`config.mk`:
```
export PLATFORM = sky130hd
export DESIGN_NAME = npc_seq_ctrl_flat
export DESIGN_NICKNAME = d
export VERILOG_FILES = /design/src/rtl/npc_seq_ctrl_if.sv /design/src/rtl/npc_seq_ctrl.sv /design/src/flat_wrapper.sv
export SDC_FILE = /design/constraint.sdc
export NUM_CORES = 1
export LEC_CHECK = 0
export ABC_CLOCK_PERIOD_IN_PS = 3980
export CORE_ASPECT_RATIO = 0.8
export CORE_MARGIN = 2
export CORE_UTILIZATION = 50
export DETAILED_ROUTE_END_ITERATION = 16
export PLACE_DENSITY = 0.82
export SLEW_MARGIN = 15
export SYNTH_ARGS = -nofsm -noshare
export SYNTH_HDL_FRONTEND = slang
export SYNTH_SLANG_ARGS = --single-unit
```
`constraint.sdc`:
```
create_clock -name clk -period 3.98 [get_ports clk]
set_clock_uncertainty 0.05 [all_clocks]
set_input_delay 0.796 -clock clk [delete_from_list [all_inputs] [get_ports clk]]
set_output_delay 0.796 -clock clk [all_outputs]
set_load 0.02 [all_outputs]
```
`src/rtl/npc_seq_ctrl_if.sv`:
```
// Fetch / data-memory handshake between the NPC sequencer and its IFU/LSU.
// The sequencer is the requester (master); memories answer with acks (slave).
interface npc_seq_ctrl_if;
    logic        ifu_req;
    logic        ifu_ack;
    logic [31:0] ifu_rdata;
    logic        lsu_req;
    logic        lsu_wen;
    logic        lsu_ack;

    modport master (output ifu_req, lsu_req, lsu_wen,
                    input  ifu_ack, ifu_rdata, lsu_ack);
    modport slave  (input  ifu_req, lsu_req, lsu_wen,
                    output ifu_ack, ifu_rdata, lsu_ack);
endinterface

```
`src/rtl/npc_seq_ctrl.sv`:
```
// Multi-cycle FETCH->DECODE->EXEC->MEM->WB sequencer for the NPC core.
// Moore outputs, sticky HALT/FAULT, handshake timeout and retired-instruction count.
module npc_seq_ctrl #(
    parameter int TIMEOUT = 256,
    parameter int CNT_W   = 64
) (
    input  logic             clk,
    input  logic             rst_n,
    npc_seq_ctrl_if.master   bus,
    output logic [31:0]      inst,
    output logic             inst_valid,
    output logic             pc_we,
    output logic             rf_we,
    output logic             halt,
    output logic             fault,
    output logic [CNT_W-1:0] instret
);
    localparam int CW = (TIMEOUT > 2) ? $clog2(TIMEOUT) : 1;

    typedef enum logic [2:0] {
        S_RST, S_FETCH, S_DECODE, S_EXEC, S_MEM, S_WB, S_HALT, S_FAULT
    } state_t;

    state_t        state, state_nxt;
    logic [CW-1:0] cnt;

    localparam logic [6:0] OP_LOAD   = 7'b0000011;
    localparam logic [6:0] OP_STORE  = 7'b0100011;
    localparam logic [6:0] OP_BRANCH = 7'b1100011;
    localparam logic [6:0] OP_SYSTEM = 7'b1110011;

    logic is_load, is_store, is_branch, is_ebreak, timed_out;
    assign is_load   = (inst[6:0] == OP_LOAD);
    assign is_store  = (inst[6:0] == OP_STORE);
    assign is_branch = (inst[6:0] == OP_BRANCH);
    assign is_ebreak = (inst[6:0] == OP_SYSTEM) && inst[20];
    assign timed_out = (cnt == CW'(TIMEOUT - 1));

    always_ff @(posedge clk or negedge rst_n) begin
        if (!rst_n) state <= S_RST;
        else        state <= state_nxt;
    end

    // An ack in the final wait cycle takes priority over the timeout.
    always_comb begin
        state_nxt = state;
        case (state)
            S_RST:    state_nxt = S_FETCH;
            S_FETCH:  if (bus.ifu_ack)  state_nxt = S_DECODE;
                      else if (timed_out) state_nxt = S_FAULT;
            S_DECODE: state_nxt = is_ebreak ? S_HALT : S_EXEC;
            S_EXEC:   state_nxt = (is_load || is_store) ? S_MEM : S_WB;
            S_MEM:    if (bus.lsu_ack)  state_nxt = S_WB;
                      else if (timed_out) state_nxt = S_FAULT;
            S_WB:     state_nxt = S_FETCH;
            S_HALT:   state_nxt = S_HALT;
            S_FAULT:  state_nxt = S_FAULT;
            default:  state_nxt = S_RST;
        endcase
    end

    always_comb begin
        bus.ifu_req = 1'b0;
        bus.lsu_req = 1'b0;
        bus.lsu_wen = 1'b0;
        inst_valid  = 1'b0;
        pc_we       = 1'b0;
        rf_we       = 1'b0;
        halt        = 1'b0;
        fault       = 1'b0;
        case (state)
            S_FETCH:  bus.ifu_req = 1'b1;
            S_DECODE: inst_valid  = 1'b1;
            S_MEM: begin
                bus.lsu_req = 1'b1;
                bus.lsu_wen = is_store;
            end
            S_WB: begin
                pc_we = 1'b1;
                rf_we = !(is_store || is_branch);
            end
            S_HALT:   halt  = 1'b1;
            S_FAULT:  fault = 1'b1;
            default: ;
        endcase
    end

    always_ff @(posedge clk or negedge rst_n) begin
        if (!rst_n) begin
            inst    <= '0;
            instret <= '0;
            cnt     <= '0;
        end else begin
            if (state == S_FETCH && bus.ifu_ack) inst <= bus.ifu_rdata;
            if (state == S_WB) instret <= instret + CNT_W'(1);
            // Only waiting cycles advance the counter, so it is zero on entry to FETCH/MEM.
            if ((state == S_FETCH && !bus.ifu_ack) || (state == S_MEM && !bus.lsu_ack))
                cnt <= cnt + CW'(1);
            else
                cnt <= '0;
        end
    end
endmodule

```
`src/flat_wrapper.sv`:
```
// flat-port wrapper written by rule: the top's interface ports become plain ports
module npc_seq_ctrl_flat 
#(
    parameter int TIMEOUT = 256,
    parameter int CNT_W   = 64
)
  (clk, rst_n, inst, inst_valid, pc_we, rf_we, halt, fault, instret, bus_ifu_req, bus_lsu_req, bus_lsu_wen, bus_ifu_ack, bus_ifu_rdata, bus_lsu_ack);
  npc_seq_ctrl_if bus_i ();
  input  logic clk;
  input  logic rst_n;
  output logic [31:0] inst;
  output logic inst_valid;
  output logic pc_we;
  output logic rf_we;
  output logic halt;
  output logic fault;
  output logic [CNT_W-1:0] instret;
  output wire logic [$bits(bus_i.ifu_req)-1:0] bus_ifu_req;
  output wire logic [$bits(bus_i.lsu_req)-1:0] bus_lsu_req;
  output wire logic [$bits(bus_i.lsu_wen)-1:0] bus_lsu_wen;
  input wire logic [$bits(bus_i.ifu_ack)-1:0] bus_ifu_ack;
  input wire logic [$bits(bus_i.ifu_rdata)-1:0] bus_ifu_rdata;
  input wire logic [$bits(bus_i.lsu_ack)-1:0] bus_lsu_ack;
  assign bus_ifu_req = bus_i.ifu_req;
  assign bus_lsu_req = bus_i.lsu_req;
  assign bus_lsu_wen = bus_i.lsu_wen;
  assign bus_i.ifu_ack = bus_ifu_ack;
  assign bus_i.ifu_rdata = bus_ifu_rdata;
  assign bus_i.lsu_ack = bus_lsu_ack;
  npc_seq_ctrl #(.TIMEOUT(TIMEOUT), .CNT_W(CNT_W)) u_core (.clk(clk), .rst_n(rst_n), .bus(bus_i), .inst(inst), .inst_valid(inst_valid), .pc_we(pc_we), .rf_we(rf_we), .halt(halt), .fault(fault), .instret(instret));
endmodule
```
# Word-level counts from Yosys, hierarchy flattened
# Index checks and enable logic that the tools add are counted.
# classes
n_reduce_logical	12
n_mux	15
addsub	2
eq_ne	12
# ops
cell	count
$add A64 B1 Y64 const B	1
$pmux W3 S7	1
$eq A7 B7 Y1 const B	2
$eq A3 B3 Y1 const B	4
$mux W3	4
$mux W1	9
$add A8 B1 Y8 const B	1
$eq A8 B8 Y1 const B	1
$mux W8	1
$eq A7 B2 Y1 const B	1
$eq A7 B6 Y1 const B	1
$eq A3 B2 Y1 const B	2
$logic_and A1 B1 Y1	4
$eq A3 B1 Y1 const B	1
$logic_not A1 Y1	3
$logic_not A3 Y1	1
$logic_or A1 B1 Y1	3
$reduce_or A2 Y1	1
# totals
out_inout_bits	104
reg_bits	107

# Longest topological paths before layout
# Gate-level depths: netlist (run 1).
# logic_depth
word_depth	4
depth_mapped	8
mapped_depth_nobuf	6

# Least setup slack after synthesis (run 1)
# OpenSTA, ideal clock, no wires.
# synth_timing
path_type	reg2out
start	register u_core.state[0]
end	output port bus_lsu_wen
n_path_buf	0
stages_incl_launch_ff	4
t_arrival_ns	1.720
slack_ns	1.414
cell_sequence	dfrtp_1 > nand2b_1 > nor2_1 > nor4b_1
# synth_via
elab_chain_len	2
# synth_lines
element	line_no	source
from (decl)	npc_seq_ctrl.sv:24	state_t state, state_nxt;
from (signal assigned)	npc_seq_ctrl.sv:41	else state <= state_nxt;
$eq A3 B3 Y1	npc_seq_ctrl.sv:71	case (state)
$mux W1	npc_seq_ctrl.sv:71	
to (decl)	flat_wrapper.sv:20	output wire logic [$bits(bus_i.lsu_wen)-1:0] bus_lsu_wen;
# No other way between the ends.

# Worst setup path after layout (run 1)
# layout_timing
start	register u_core.state[1]
end	output port pc_we
# layout_via
elab_chain_len	2
# layout_lines
element	line_no	source
$eq A3 B3 Y1	npc_seq_ctrl.sv:71	
$mux W1	npc_seq_ctrl.sv:71	
to (decl)	flat_wrapper.sv:13	output logic pc_we;
# No other way between the ends.

==> reports/qor.json, run 1 <==
{
  "detail_route.vias_per_cell": {"value": 5.63},
  "die_outline_area": {"value": 10500, "unit": "µm²"},
  "powerDensity": {"value": 316, "unit": "nW/µm²"},
  "slew_at_the_pin_with_the_worst_max_slew_slack": {"value": 0.935, "unit": "ns"},
  "synth_async_sr_flop_share": {"value": 100, "unit": "%"},
  "critPathKind": {"value": "flop to output port"},
  "post_synth_fa_ha_maj_area_fraction": {"value": 0.516, "unit": "%"},
  "global_route.peak_usage_layer": {"value": "met2"},
  "drt.antenna.violating_nets": {"value": 0},
  "totalNegativeSetupSlack": {"value": 0, "unit": "ns"},
  "synth_top_flop_cell": {"value": "dfrtp_1"},
  "worst-path-max-fanout": {"value": 11},
  "grt_pass1_wl": {"value": 19700, "unit": "µm"},
  "min_path_type": {"value": "flop to flop"},
  "hold_path_depth": {"value": 1},
  "postSynthRegisterBits": {"value": 107},
  "grt.met2_usage": {"value": 38.2, "unit": "%"},
  "global_route.usage.met1": {"value": 32.5, "unit": "%"},
  "clock_power_share": {"value": 46.0, "unit": "%"},
  "postSynthNetCount": {"value": 461},
  "cts.htree.levels": {"value": 3},
  "synth_area_leaders": {"value": "dfrtp_1 55%, mux2_2 7.4%, xnor2_1 6.5%"},
  "io_buffers": {"value": 139},
  "via_count": {"value": 3890},
  "status": {"value": "finished, final reports clean"},
  "timing.reg2reg.setup_slack": {"value": 1.36, "unit": "ns"},
  "fmax": {"value": 0.326, "unit": "GHz"},
  "hold_viol": {"value": 0},
  "core_region_area": {"value": 9530, "unit": "µm²"},
  "most_repeated_cell_in_the_gate_level_netlist_after_synthesis": {"value": "dfrtp_1"},
  "slew_headroom": {"value": 37.5, "unit": "%"},
  "data_required_time_of_the_critical_path": {"value": 3.13, "unit": "ns"},
  "power.static_leakage": {"value": 2.99, "unit": "nW"},
  "tritoncts_clock_tree": {"value": "done"},
  "p_comb_share": {"value": 2.7, "unit": "%"},
  "synth.area.mux_share": {"value": 7.43, "unit": "%"},
  "synth-edff-count": {"value": 0},
  "clock_sinks": {"value": 107},
  "clk_path_buf_depth": {"value": 2},
  "ff2ff_path_depth": {"value": 5},
  "tritoncts.num_buffers": {"value": 9},
  "global_route.overflow_total": {"value": 0},
  "syn-instance-count": {"value": 423},
  "whs_endpoint": {"value": "u_core.instret[63]"},
  "finalSetupViolCount": {"value": 0},
  "rsz0062_at_grt": {"value": "false"},
  "floorplan.io_pins": {"value": 140},
  "detail_route.wl_per_cell": {"value": 17.4, "unit": "µm"},
  "switching_share": {"value": 20.4, "unit": "%"},
  "synthDistinctLibCells": {"value": 34},
  "final-max-slew-violation-count": {"value": 0},
  "timing.rr.start": {"value": "u_core.state[1]"},
  "fin_util": {"value": 70.3, "unit": "%"},
  "path_clk_slew": {"value": 0.07, "unit": "ns"},
  "main_combinational_cell_family_by_area_after_synthesis": {"value": "simple AND/OR/NAND/NOR gates"},
  "finalWorstPathRequiredPeriod": {"value": 3.07, "unit": "ns"},
  "grt_start_max_net_pins": {"value": 74},
  "layout-area-overhead-vs-synth": {"value": 38.0, "unit": "%"},
  "track_usage": {"value": 23.8, "unit": "%"},
  "yosysTopAreaCell": {"value": "dfrtp_1"},
  "timing.hold.worst.start": {"value": "u_core.instret[63]"},
  "design.final.nets": {"value": 605},
  "reg_power_share": {"value": 51.3, "unit": "%"},
  "cts_resized": {"value": 0},
  "synth.avg_cell_area": {"value": 11.5, "unit": "µm²"},
  "clk-insertion-delay-late": {"value": 0.35, "unit": "ns"},
  "postCtsHoldBufs": {"value": 0},
  "post-route-drc-count": {"value": 0},
  "start_util": {"value": 50.9, "unit": "%"},
  "synthesis.yosys.warnings": {"value": 0},
  "synth.top_cells.by_count": {"value": "107 x dfrtp_1, 38 x nand3_1, 36 x nor2_1, 36 x xnor2_1, 33 x xor2_1"},
  "floorplan.die.width": {"value": 114, "unit": "µm"},
  "post-cts-setup-buffers": {"value": 0},
  "p_switching": {"value": 0.432, "unit": "mW"},
  "globalRouteMet3Util": {"value": 4.49, "unit": "%"},
  "vias_in_the_first_global_route": {"value": 3798},
  "power_report.internal_total": {"value": 1.69, "unit": "mW"},
  "synthXorXnorAreaFrac": {"value": 12.5, "unit": "%"},
  "share_of_layout_cells_above_drive_strength_1": {"value": 10.3, "unit": "%"},
  "mappedNetlistArea": {"value": 4850, "unit": "µm²"},
  "totalWireLength": {"value": 12000, "unit": "µm"},
  "finalCritPeriodShare": {"value": 77.1, "unit": "%"},
  "end_kind": {"value": "output port"},
  "vdd_drop_max": {"value": 0.219, "unit": "mV"},
  "synth_compound_area_share": {"value": 1.32, "unit": "%"},
  "cp.arrival": {"value": 2.22, "unit": "ns"},
  "routabilityCongestion": {"value": 0.853},
  "synth_top_area_share": {"value": 55.2, "unit": "%"},
  "synth_seq_area_share": {"value": 55.2, "unit": "%"},
  "max_cap_viol_count": {"value": 0},
  "clockRootBuffer": {"value": "clkbuf_16"},
  "drt-pass1-iter-count": {"value": 5},
  "n_antenna_cell": {"value": 0},
  "dpl.hpwl": {"value": 8880, "unit": "µm"},
  "worst_r2r_endpoint": {"value": "u_core.instret[21]"},
  "post_synth_and_or_nand_nor_area_fraction": {"value": 21.6, "unit": "%"},
  "floorplan.rows": {"value": 32},
  "dr.first_iter.drc_count": {"value": 201},
  "crit_start": {"value": "u_core.state[1]"},
  "antenna_found_initial": {"value": 0},
  "timing.critical_path.from_type": {"value": "flop"},
  "die-height": {"value": 92.1, "unit": "µm"}
}
## cells in the final DEF, fill, tap and decap left out, types with 2 or more instances in the layout
cell type        netlist  layout
clkdlybuf4s50_1        0     138
dfrtp_1              107     107
nand3_1               38      38
nor2_1                36      36
xnor2_1               36      36
xor2_1                33      33
mux2_2                32      32
nand2_1               29      29
nand4_1               24      24
nor3_1                19      19
and3_1                15      15
nor4_1                10      10
clkbuf_16              0       9
inv_1                  6       6
o21ai_0                4       4
o311ai_0               4       4
nor4_4                 3       3
and2_1                 2       2
and4_1                 2       2
nor4_2                 2       2
ha_1                   2       2
clkinvlp_4             0       2
bufinv_16              0       2
buf_4                  0       2
## state kept, by name (all words and copies together) (netlist names)
| register | count |
|---|---|
| u_core.cnt | 8 |
| u_core.state | 3 |
| u_core.inst | 32 |
| u_core.instret | 64 |
## area by class of cell
| class | instances | area (µm²) |
|---|---|---|
| clock buffer | 10 | 239 |
| clock inverter | 6 | 88.8 |
| fill | 731 | 2830 |
| inverter | 6 | 22.5 |
| multi-input combinational | 302 | 2100 |
| sequential | 107 | 2680 |
| tap | 119 | 149 |
| timing repair buffer | 141 | 1420 |
## worst max-delay path, stage by stage, from the launching register on
cell             delay [ns]
dfrtp_1                0.45
nand3b_1               0.52
inv_1                  0.26
clkdlybuf4s50_1        0.64
## how the worst max path moves through the flow
stage                        to  slack (ns)  depth (start not counted)
finish                    pc_we        0.91                          3
global route              pc_we        0.73                          3
CTS                       pc_we        0.88                          3
detailed placement        pc_we        1.26                          3
global placement          pc_we        1.30                          3
floorplan           bus_lsu_wen        1.41                          3
## cells by family (layout without fill, tap and decap cells)
kind of cell    Yosys count  after routing
simple gates            190            190
xor+xnor                 69             69
flops                   107            107
fa+ha+maj                 2              2
compound gates            9              9
buf+inv                  14            163
mux                      32             32
## metal layers
layer  share of wire [%]  up-vias  wire length [µm]
met5                   0        -                 0
met4                 1.8        0               221
met3                 5.7       18               690
met2                  48      134              5760
met1                  45     1947              5370
li1                    -     1791                 -
## metrics by stage
stage / worst slack, ns / cells / instance area [µm²] / hold slack (ns) / total power, mW
floorplan: 1.41 / 423 / 4850 / 0.397 / 1.11
global placement: 1.30 / 675 / 6370 / 0.409 / 1.17
detailed placement: 1.26 / 675 / 6370 / 0.414 / 1.17
CTS: 0.876 / 691 / 6700 / 0.427 / 2.13
global route: 0.726 / 691 / 6700 / 0.441 / 2.17
finish: 0.910 / 691 / 6700 / 0.427 / 2.12
## power by group through the flow
stage | logic [mW] | clock network (mW) | registers [mW]
global route | 0.0646 | 1.02 | 1.09
global placement | 0.0577 | 0 | 1.11
detailed placement | 0.0591 | 0 | 1.11
floorplan | 0.000287 | 0 | 1.11
CTS | 0.0595 | 0.980 | 1.09
finish | 0.0577 | 0.974 | 1.09
Note: power is estimated with default switching activity, not from simulation.
==> run 2: changes to the inputs <==
--- a/config.mk
+++ b/config.mk
@@ -5,12 +5,12 @@
 export SDC_FILE = /design/constraint.sdc
 export NUM_CORES = 1
 export LEC_CHECK = 0
-export ABC_CLOCK_PERIOD_IN_PS = 3980
+export ABC_CLOCK_PERIOD_IN_PS = 2950
 export CORE_ASPECT_RATIO = 0.8
 export CORE_MARGIN = 2
-export CORE_UTILIZATION = 50
+export CORE_UTILIZATION = 48
 export DETAILED_ROUTE_END_ITERATION = 16
-export PLACE_DENSITY = 0.82
+export PLACE_DENSITY = 0.79
 export SLEW_MARGIN = 15
 export SYNTH_ARGS = -nofsm -noshare
 export SYNTH_HDL_FRONTEND = slang
==> constraint.sdc (replaced) <==
create_clock -name clk -period 2.95 [get_ports clk]
set_clock_uncertainty 0.05 [all_clocks]
set_input_delay 0.59 -clock clk [delete_from_list [all_inputs] [get_ports clk]]
set_output_delay 0.59 -clock clk [all_outputs]
set_load 0.02 [all_outputs]
==> run 2 against run 1 <==
Register-to-register slack worse by 0.96 ns. Critical path depth stayed put. Setup slack worse by 0.55 ns. Sequential power is 35% higher. Power rose by 27%. Clock power rose by 18%. Via count decreased by 0.15%. Design area rose by 0.43%. Critical endpoint unchanged. Largest cell class unchanged.
==> reports/qor.json, run 2 (same netlist as run 1, synthesis figures left out) <==
{
  "design.final.nets": {"value": 611},
  "cts.htree.levels": {"value": 3},
  "largest_register": {"value": "u_core.instret"},
  "tritoncts.num_buffers": {"value": 9},
  "routabilityCongestion": {"value": 0.836},
  "floorplan.io_pins": {"value": 140},
  "io_buffers": {"value": 139},
  "floorplan.die.width": {"value": 116, "unit": "µm"},
  "cp.arrival": {"value": 1.95, "unit": "ns"},
  "track_usage": {"value": 23.0, "unit": "%"},
  "detail_route.wl_per_cell": {"value": 16.6, "unit": "µm"},
  "post-route-drc-count": {"value": 0},
  "layout-area-overhead-vs-synth": {"value": 38.6, "unit": "%"},
  "start_util": {"value": 49.9, "unit": "%"},
  "final-max-slew-violation-count": {"value": 0},
  "end_kind": {"value": "output port"},
  "grt_start_max_net_pins": {"value": 41},
  "vdd_drop_max": {"value": 0.357, "unit": "mV"},
  "power.static_leakage": {"value": 3.02, "unit": "nW"},
  "fmax": {"value": 0.386, "unit": "GHz"},
  "dr.first_iter.drc_count": {"value": 213},
  "top_regs": {"value": "u_core.instret x64, u_core.inst x32, u_core.cnt x8"},
  "max_cap_viol_count": {"value": 0},
  "drt-pass1-iter-count": {"value": 4},
  "via_count": {"value": 3884},
  "layout.cell_area.non_filler": {"value": 6720, "unit": "µm²"},
  "timing.rr.start": {"value": "u_core.state[1]"},
  "worst_path_dominant_cell_family": {"value": "buffers and inverters"},
  "n_antenna_cell": {"value": 0},
  "totalWireLength": {"value": 11800, "unit": "µm"},
  "timing.critical_path.from_type": {"value": "flop"},
  "tritoncts_clock_tree": {"value": "done"},
  "largest_register_ff_count": {"value": 64},
  "share_of_layout_cells_above_drive_strength_1": {"value": 10.9, "unit": "%"},
  "min_path_type": {"value": "input pin to asynchronous set/reset pin"},
  "powerDensity": {"value": 401, "unit": "nW/µm²"},
  "crit_chain": {"value": "nand3b_1, inv_1, clkdlybuf4s50_1"},
  "setup_slack": {"value": 0.361, "unit": "ns"},
  "clk-insertion-delay-late": {"value": 0.34, "unit": "ns"},
  "mostFrequentLayoutCell": {"value": "clkdlybuf4s50_1"},
  "finalWorstPathRequiredPeriod": {"value": 2.59, "unit": "ns"},
  "vias_in_the_first_global_route": {"value": 3913},
  "path_clk_slew": {"value": 0.07, "unit": "ns"},
  "die-height": {"value": 93.9, "unit": "µm"},
  "timing.critical_path.slowest_stage_cell": {"value": "clkdlybuf4s50_1"},
  "status": {"value": "finished, final reports clean"},
  "fin_util": {"value": 69.1, "unit": "%"},
  "path_buf_inv": {"value": 2},
  "floorplan.rows": {"value": 32},
  "ff2ff_path_depth": {"value": 6},
  "fillCellCount": {"value": 768},
  "die_outline_area": {"value": 10900, "unit": "µm²"},
  "place_worst_setup_slack": {"value": 0.344, "unit": "ns"},
  "slew_headroom": {"value": 58.5, "unit": "%"},
  "worst-path-max-fanout": {"value": 9},
  "antenna_found_initial": {"value": 0},
  "area_taken_by_flip_flops_and_latches": {"value": 2680, "unit": "µm²"},
  "finalCritPeriodShare": {"value": 87.7, "unit": "%"},
  "clockRootBuffer": {"value": "clkbuf_16"},
  "clock_sinks": {"value": 107},
  "dpl_cell_area": {"value": 6420, "unit": "µm²"},
  "hold_viol": {"value": 0},
  "total_power": {"value": 2.70, "unit": "mW"},
  "slew_at_the_pin_with_the_worst_max_slew_slack": {"value": 0.617, "unit": "ns"},
  "timing.reg2reg.setup_slack": {"value": 0.40, "unit": "ns"},
  "critPathKind": {"value": "flop to output port"},
  "global_route.overflow_total": {"value": 0},
  "grt_pass1_wl": {"value": 19600, "unit": "µm"},
  "core_region_area": {"value": 9730, "unit": "µm²"},
  "rsz0062_at_grt": {"value": "false"},
  "detail_route.vias_per_cell": {"value": 5.46},
  "worst_r2r_endpoint": {"value": "u_core.instret[21]"},
  "totalNegativeSetupSlack": {"value": 0, "unit": "ns"},
  "commonest_non_fill_non_tap_cells_in_the_layout": {"value": "137 x clkdlybuf4s50_1, 107 x dfrtp_1, 38 x nand3_1, 36 x nor2_1, 36 x xnor2_1"},
  "dpl.hpwl": {"value": 8870, "unit": "µm"},
  "finalSetupViolCount": {"value": 0},
  "drt.antenna.violating_nets": {"value": 0},
  "data_required_time_of_the_critical_path": {"value": 2.31, "unit": "ns"},
  "multi_input_comb_area": {"value": 2100, "unit": "µm²"},
  "slowest_delay": {"value": 0.63, "unit": "ns"},
  "clk_path_buf_depth": {"value": 2}
}
run 2: what timing repair did:
action	CTS	global route
setup endpoints to repair	0	2
setup buffers	0	2
hold buffers	0	0
gates resized for setup	0	1
run 2: worst max-delay path by stage:
stage	startpoint	end	slack, ns	cells past startpoint
after floorplan	u_core.state[0]	bus_lsu_wen	0.59	3
after global placement	u_core.state[1]	u_core.instret[21]	0.45	5
after detailed placement	u_core.state[1]	u_core.instret[21]	0.34	5
after CTS	u_core.state[1]	pc_we	0.08	3
after global routing	u_core.state[1]	pc_we	0.20	3
final	u_core.state[1]	pc_we	0.36	3
run 2: area by class of cell:
cell class	count	area share (%)
tap	136	2.53
clock inverter	1	0.112
sequential	107	39.8
multi-input combinational	302	31.3
timing repair buffer	147	21.8
inverter	6	0.335
clock buffer	13	4.17
run 2: metal layers:
metal  vias to the layer above  track usage (%)  wire [µm]
met5                         -                0          0
met3                        20             5.55        700
li1                       1804                -          -
met1                      1924             31.7       5310
met2                       136             35.7       5590
met4                         0             7.74        244
run 2: metrics by stage:
step	std cells	hold WS, ns
2_1_floorplan	423	0.244
3_3_place_gp	696	0.408
3_5_place_dp	696	0.405
4_1_cts	710	0.189
5_1_grt	712	0.211
6_report	712	0.177
run 2: power by group:
part	internal, mW	switching [mW]
combinational	0.0444	0.0362
sequential	1.47	0
clock	0.656	0.493
total	2.17	0.529
